**src/rtl/valid_bit_packer.sv**
```systemverilog
// valid_bit_packer
//   Collects a serial stream of valid-qualified bits into WIDTH-bit words,
//   LSB first, and queues completed words in a small DEPTH-entry FIFO for a
//   ready/valid consumer.
//
// Parameters
//   WIDTH  bits per packed word (2..32)
//   DEPTH  output FIFO entries (1..8)
//
// Ports
//   clk           rising-edge clock for all state
//   reset         asynchronous, active-high reset
//   io_in_valid   upstream bit is present
//   io_in_bits    serial data bit
//   io_in_ready   block accepts a bit this cycle
//   io_flush      discard the partially assembled word
//   io_out_valid  FIFO head word is valid
//   io_out_bits   FIFO head word (0 when the FIFO is empty)
//   io_out_ready  downstream accepts the head word
//   io_count      bits accumulated in the current partial word
//   io_occupancy  words held in the FIFO
module valid_bit_packer #(
  parameter int WIDTH = 8,
  parameter int DEPTH = 2
) (
  input  logic                       clk,
  input  logic                       reset,
  input  logic                       io_in_valid,
  input  logic                       io_in_bits,
  output logic                       io_in_ready,
  input  logic                       io_flush,
  output logic                       io_out_valid,
  output logic [WIDTH-1:0]           io_out_bits,
  input  logic                       io_out_ready,
  output logic [$clog2(WIDTH)-1:0]   io_count,
  output logic [$clog2(DEPTH+1)-1:0] io_occupancy
);

  localparam int CNT_W = $clog2(WIDTH);
  localparam int OCC_W = $clog2(DEPTH + 1);
  // A single-entry FIFO still needs a 1-bit pointer to keep the ports legal.
  localparam int PTR_W = (DEPTH > 1) ? $clog2(DEPTH) : 1;

  localparam logic [CNT_W-1:0] LAST_COUNT = CNT_W'(WIDTH - 1);
  localparam logic [OCC_W-1:0] FULL_OCC   = OCC_W'(DEPTH);
  localparam logic [PTR_W-1:0] LAST_PTR   = PTR_W'(DEPTH - 1);

  // Packing state
  logic [CNT_W-1:0] count_reg, count_next;
  logic [WIDTH-1:0] shift_reg, shift_next;

  // FIFO state
  logic [WIDTH-1:0] mem_reg [DEPTH];
  logic [PTR_W-1:0] wr_ptr_reg, wr_ptr_next;
  logic [PTR_W-1:0] rd_ptr_reg, rd_ptr_next;
  logic [OCC_W-1:0] occ_reg, occ_next;

  // Handshake decode
  logic             at_last;
  logic             fifo_full;
  logic             in_ready;
  logic             in_fire;
  logic             push;
  logic             out_valid;
  logic             pop;
  logic [WIDTH-1:0] merged_word;
  logic [DEPTH-1:0] entry_we;

  always_comb begin
    at_last   = (count_reg == LAST_COUNT);
    fifo_full = (occ_reg == FULL_OCC);
    // Ready only drops when the next bit would complete a word with nowhere
    // to put it. Built from registered state alone, so there is no
    // combinational path from io_out_ready, even though a same-cycle pop
    // would have made room.
    in_ready  = !(at_last && fifo_full);
    in_fire   = io_in_valid && in_ready && !io_flush;
    push      = in_fire && at_last;
    out_valid = (occ_reg != '0);
    pop       = out_valid && io_out_ready;
    // Current partial word with the incoming bit dropped into slot count.
    merged_word = shift_reg | (WIDTH'(io_in_bits) << count_reg);
  end

  // Bit counter and shift register
  always_comb begin
    count_next = count_reg;
    shift_next = shift_reg;
    if (io_flush) begin
      count_next = '0;
      shift_next = '0;
    end else if (in_fire) begin
      if (at_last) begin
        // Word leaves through push; start the next one clean.
        count_next = '0;
        shift_next = '0;
      end else begin
        count_next = count_reg + 1'b1;
        shift_next = merged_word;
      end
    end
  end

  // FIFO pointers and occupancy
  always_comb begin
    wr_ptr_next = wr_ptr_reg;
    rd_ptr_next = rd_ptr_reg;
    occ_next    = occ_reg;

    if (push) begin
      wr_ptr_next = (wr_ptr_reg == LAST_PTR) ? '0 : wr_ptr_reg + 1'b1;
    end
    if (pop) begin
      rd_ptr_next = (rd_ptr_reg == LAST_PTR) ? '0 : rd_ptr_reg + 1'b1;
    end

    case ({push, pop})
      2'b10:   occ_next = occ_reg + 1'b1;
      2'b01:   occ_next = occ_reg - 1'b1;
      default: occ_next = occ_reg;
    endcase
  end

  // Per-entry write enables; a push is never issued while full, so the
  // entry under the write pointer is always free.
  generate
    for (genvar gi = 0; gi < DEPTH; gi++) begin : g_entry_we
      assign entry_we[gi] = push && (wr_ptr_reg == PTR_W'(gi));
    end
  endgenerate

  always_ff @(posedge clk or posedge reset) begin
    if (reset) begin
      count_reg  <= '0;
      shift_reg  <= '0;
      wr_ptr_reg <= '0;
      rd_ptr_reg <= '0;
      occ_reg    <= '0;
    end else begin
      count_reg  <= count_next;
      shift_reg  <= shift_next;
      wr_ptr_reg <= wr_ptr_next;
      rd_ptr_reg <= rd_ptr_next;
      occ_reg    <= occ_next;
    end
  end

  // Word storage lives in flops so that reset can clear it immediately.
  always_ff @(posedge clk or posedge reset) begin
    if (reset) begin
      for (int i = 0; i < DEPTH; i++) begin
        mem_reg[i] <= '0;
      end
    end else begin
      for (int i = 0; i < DEPTH; i++) begin
        if (entry_we[i]) begin
          mem_reg[i] <= merged_word;
        end
      end
    end
  end

  // Outputs. The head word is masked to zero while empty so the reset and
  // idle values are well defined.
  assign io_in_ready  = in_ready;
  assign io_out_valid = out_valid;
  assign io_out_bits  = out_valid ? mem_reg[rd_ptr_reg] : '0;
  assign io_count     = count_reg;
  assign io_occupancy = occ_reg;

endmodule

```
**config.mk**
```make
export PLATFORM = sky130hd
export DESIGN_NAME = valid_bit_packer
export DESIGN_NICKNAME = d
export VERILOG_FILES = /design/src/rtl/valid_bit_packer.sv
export SDC_FILE = /design/constraint.sdc
export NUM_CORES = 1
export LEC_CHECK = 0
export ABC_AREA = 1
export CAP_MARGIN = 20
export CORE_UTILIZATION = 55
export CTS_BUF_LIST = sky130_fd_sc_hd__clkbuf_2
export DETAILED_ROUTE_END_ITERATION = 10
export PLACE_DENSITY = 0.88
export RECOVER_POWER = 50
export SETUP_SLACK_MARGIN = 0.02
export SYNTH_ARGS = -nofsm -noshare
export SYNTH_HDL_FRONTEND = slang
export SYNTH_SLANG_ARGS = --single-unit
```
**constraint.sdc**
```tcl
create_clock -name clk -period 5.3 [get_ports clk]
set_input_delay 1.06 -clock clk [delete_from_list [all_inputs] [get_ports clk]]
set_output_delay 1.06 -clock clk [all_outputs]
set_load 0.02 [all_outputs]
```
==> flow_summary.yaml <==
clock_tree:
  htree_num_levels: 2
  cts.sink_count: 31
  cts_hold_buffers: 0
  ctsResizeCount: 0
  clock_latency_ns: 0.37
  clock_transition_at_the_registers_of_the_reported_paths_ns: 0.16
  clock_path_buffers: 2
  clk_root_buffer_cell: "sky130_fd_sc_hd__clkbuf_2"
  post-cts-setup-buffer-count: 0
  cts_tree: "built"
  cts_inserted_buffers: 5
timing:
  clock_skew_after_layout_ns: 0.00858
  relSlewSlack_pct: -10.7
  maxClockFrequency_ghz: 0.320
  min_tclk_post_route_ns: 3.12
  maxSlewViolCount: 32
  fin_tns_setup_ns: 0
  timing.final.setup_violations: 0
  worst_slew_pin_slew_ns: 1.66
  finalHoldViolations: 0
  rsz0062_at_grt: "false"
  portion_of_the_clock_cycle_consumed_by_the_worst_path_in_the_final_layout_pct: 58.9
final_layout:
  finalNetCount: 225
  layout_common_cells: "sky130_fd_sc_hd__nand2_1 (37), sky130_fd_sc_hd__inv_1 (31), sky130_fd_sc_hd__dfrtp_1 (31)"
  most_common_cell_after_layout_fill_and_taps_aside: "sky130_fd_sc_hd__nand2_1"
  drive_gt1_share_pct: 5.07
  antenna_cells: 0
  largest_register_ffs: 16
  finalCoreUtilization_pct: 67.8
  fin_area_sq_mm: 0.00189
  area_added_between_synthesis_and_finish_pct: 15.9
grt:
  antenna_violations_before_repair: 0
  largest_net_degree_at_the_start_of_global_routing: 32
  remaining_global_route_overflow: 0
  groute.usage.overall_pct: 22.5
  grt_first_pass_wirelength_um: 5550
  grt_pass1_vias: 1265
floorplan:
  die_w_um: 56.4
  die_area_sq_mm: 0.00318
  dieHeight_um: 56.4
  core_area_sq_mm: 0.00278
  ioPinCount: 21
  std_cell_rows: 19
  initial_core_util_pct: 58.5
setup_path:
  worst_ep_required_time_ns: 4.24
  slowest_delay_ns: 0.63
  r2r_setup_slack_ns: 2.97
  timing.critical_path.slowest_stage_cell: "sky130_fd_sc_hd__clkdlybuf4s50_1"
  critPathKind: "reg -> out"
  start_kind: "flop"
  crit_path_cell_trace: "nor2_1 -> inv_1 -> o21ai_0 -> a21oi_1 -> clkdlybuf4s50_1"
  critical_path.endpoint_type: "primary output"
  crit_path_max_fanout: 9
  cp_data_arrival_time_ns: 2.06
flow_run:
  timing.max_cap.violations: 1
placement:
  finalWeightedCongestion: 0.797
  detailedPlacementHpwl_um: 2190
  portBuffers: 20
  placed_area_sq_mm: 0.00183
logic_synthesis:
  synth_cells: 195
  seq_total_area_yosys_pct: 47.7
  yosysUniqueCellTypes: 24
  synth_nets: 204
  register_bit_total_from_synthesis: 31
  yosys_warnings: 0
  post_synthesis_instance_area_sq_mm: 0.00163
  synthesis.area_per_instance_sq_um: 8.34
routing:
  iteration_count_of_the_initial_detailed_routing_pass: 4
  wl_per_cell_um: 12.8
  via_per_inst: 5.31
  dr_total_vias: 1318
  antenna_left: 0
  detail_route.drc_violations: 0
  postRouteWirelength_um: 3190
  drt_iter0_markers: 84
min_path:
  hold_path_class: "reg -> reg"
pwr:
  ir_drop_uv: 349
  p_per_area_mw_per_mm2: 368
  leak_pwr_nw: 0.856
outcome:
  run_status: "finished, violations left"
  violations: "max-capacitance violations, max-slew violations"
[logic make-up after synthesis]
logic type / Yosys count / share of synthesized area [%]
simple gates: 63 / 17.1
compound gates: 54 / 20.2
buf+inv: 40 / 10.5
flops: 31 / 47.7
xor+xnor: 4 / 2.15
fa+ha+maj: 3 / 2.31
[through the flow]
step	cells	hold slack (ns)	setup slack [ns]	power [mW]
after floorplan	195	0.508	2.90	0.428
after global placement	240	0.527	2.06	0.534
after detailed placement	240	0.539	1.97	0.542
after CTS	248	0.558	2.15	0.700
after global routing	248	0.576	2.00	0.731
final	248	0.554	2.18	0.693
[final timing paths]
path	start	end	cells after the start
setup reg to reg	io_count[0]$_DFFE_PP0P_	io_occupancy[1]$_DFFE_PP0P_	7
max in group asynchronous	reset	mem_reg[12]$_DFFE_PP0P_	3
hold / removal	shift_reg[2]$_DFFE_PP0P_	shift_reg[2]$_DFFE_PP0P_	2
min in group asynchronous	reset	io_count[0]$_DFFE_PP0P_	3
setup / recovery	io_occupancy[0]$_DFFE_PP0P_	io_out_bits[1]	5
hold reg to reg	shift_reg[2]$_DFFE_PP0P_	shift_reg[2]$_DFFE_PP0P_	2
[Yosys cell counts]
cell type	count	area share [%]
sky130_fd_sc_hd__nand2_1	37	8.5
sky130_fd_sc_hd__dfrtp_1	31	48
sky130_fd_sc_hd__inv_1	31	7.2
sky130_fd_sc_hd__o21bai_1	22	10
sky130_fd_sc_hd__a21oi_1	17	5.2
sky130_fd_sc_hd__nand3_1	15	4.6
sky130_fd_sc_hd__o21ai_0	12	3.7
sky130_fd_sc_hd__nor2_1	7	1.6
sky130_fd_sc_hd__ha_1	3	2.3
sky130_fd_sc_hd__a31oi_1	2	0.77
sky130_fd_sc_hd__buf_2	2	0.62
sky130_fd_sc_hd__buf_6	2	1.4
sky130_fd_sc_hd__xnor2_1	2	1.1
sky130_fd_sc_hd__xor2_1	2	1.1
sky130_fd_sc_hd__buf_1	1	0.23
sky130_fd_sc_hd__buf_4	1	0.46
sky130_fd_sc_hd__clkbuf_1	1	0.23
sky130_fd_sc_hd__clkinv_1	1	0.23
sky130_fd_sc_hd__inv_2	1	0.23
sky130_fd_sc_hd__nand2_2	1	0.38
sky130_fd_sc_hd__nand3b_1	1	0.46
sky130_fd_sc_hd__nand4_2	1	0.77
sky130_fd_sc_hd__nor2_4	1	0.69
sky130_fd_sc_hd__o22ai_1	1	0.38
[critical path: cells and delay by family, from the launching register on]
family / cells / cell delay [ns]
flops: 1 / 0.49
compound gates: 2 / 0.28
simple gates: 1 / 0.10
buf+inv: 2 / 0.83
[metal layers]
metal  GRT usage (%)  vias up  wire length (um)
li1                -      672                 -
met3            5.30       11               199
met2            35.2       45              1510
met1            29.9      590              1410
met4            9.76        0                65
met5               0        -                 0
[area by class of cell]
cell class | instances | area, sq um
Clock buffer | 5 | 25.0
Tap cell | 31 | 38.8
Multi-Input combinational cell | 124 | 679
Fill cell | 239 | 896
Sequential cell | 31 | 776
Inverter | 33 | 124
Timing Repair Buffer | 21 | 204
Clock inverter | 3 | 38.8
[power by group]
group          switching, mW  internal [mW]
Combinational          0.132          0.114
Sequential            0.0353          0.252
Clock                 0.0819         0.0776
Total                  0.249          0.444
Power figures use the tool's default switching activity.
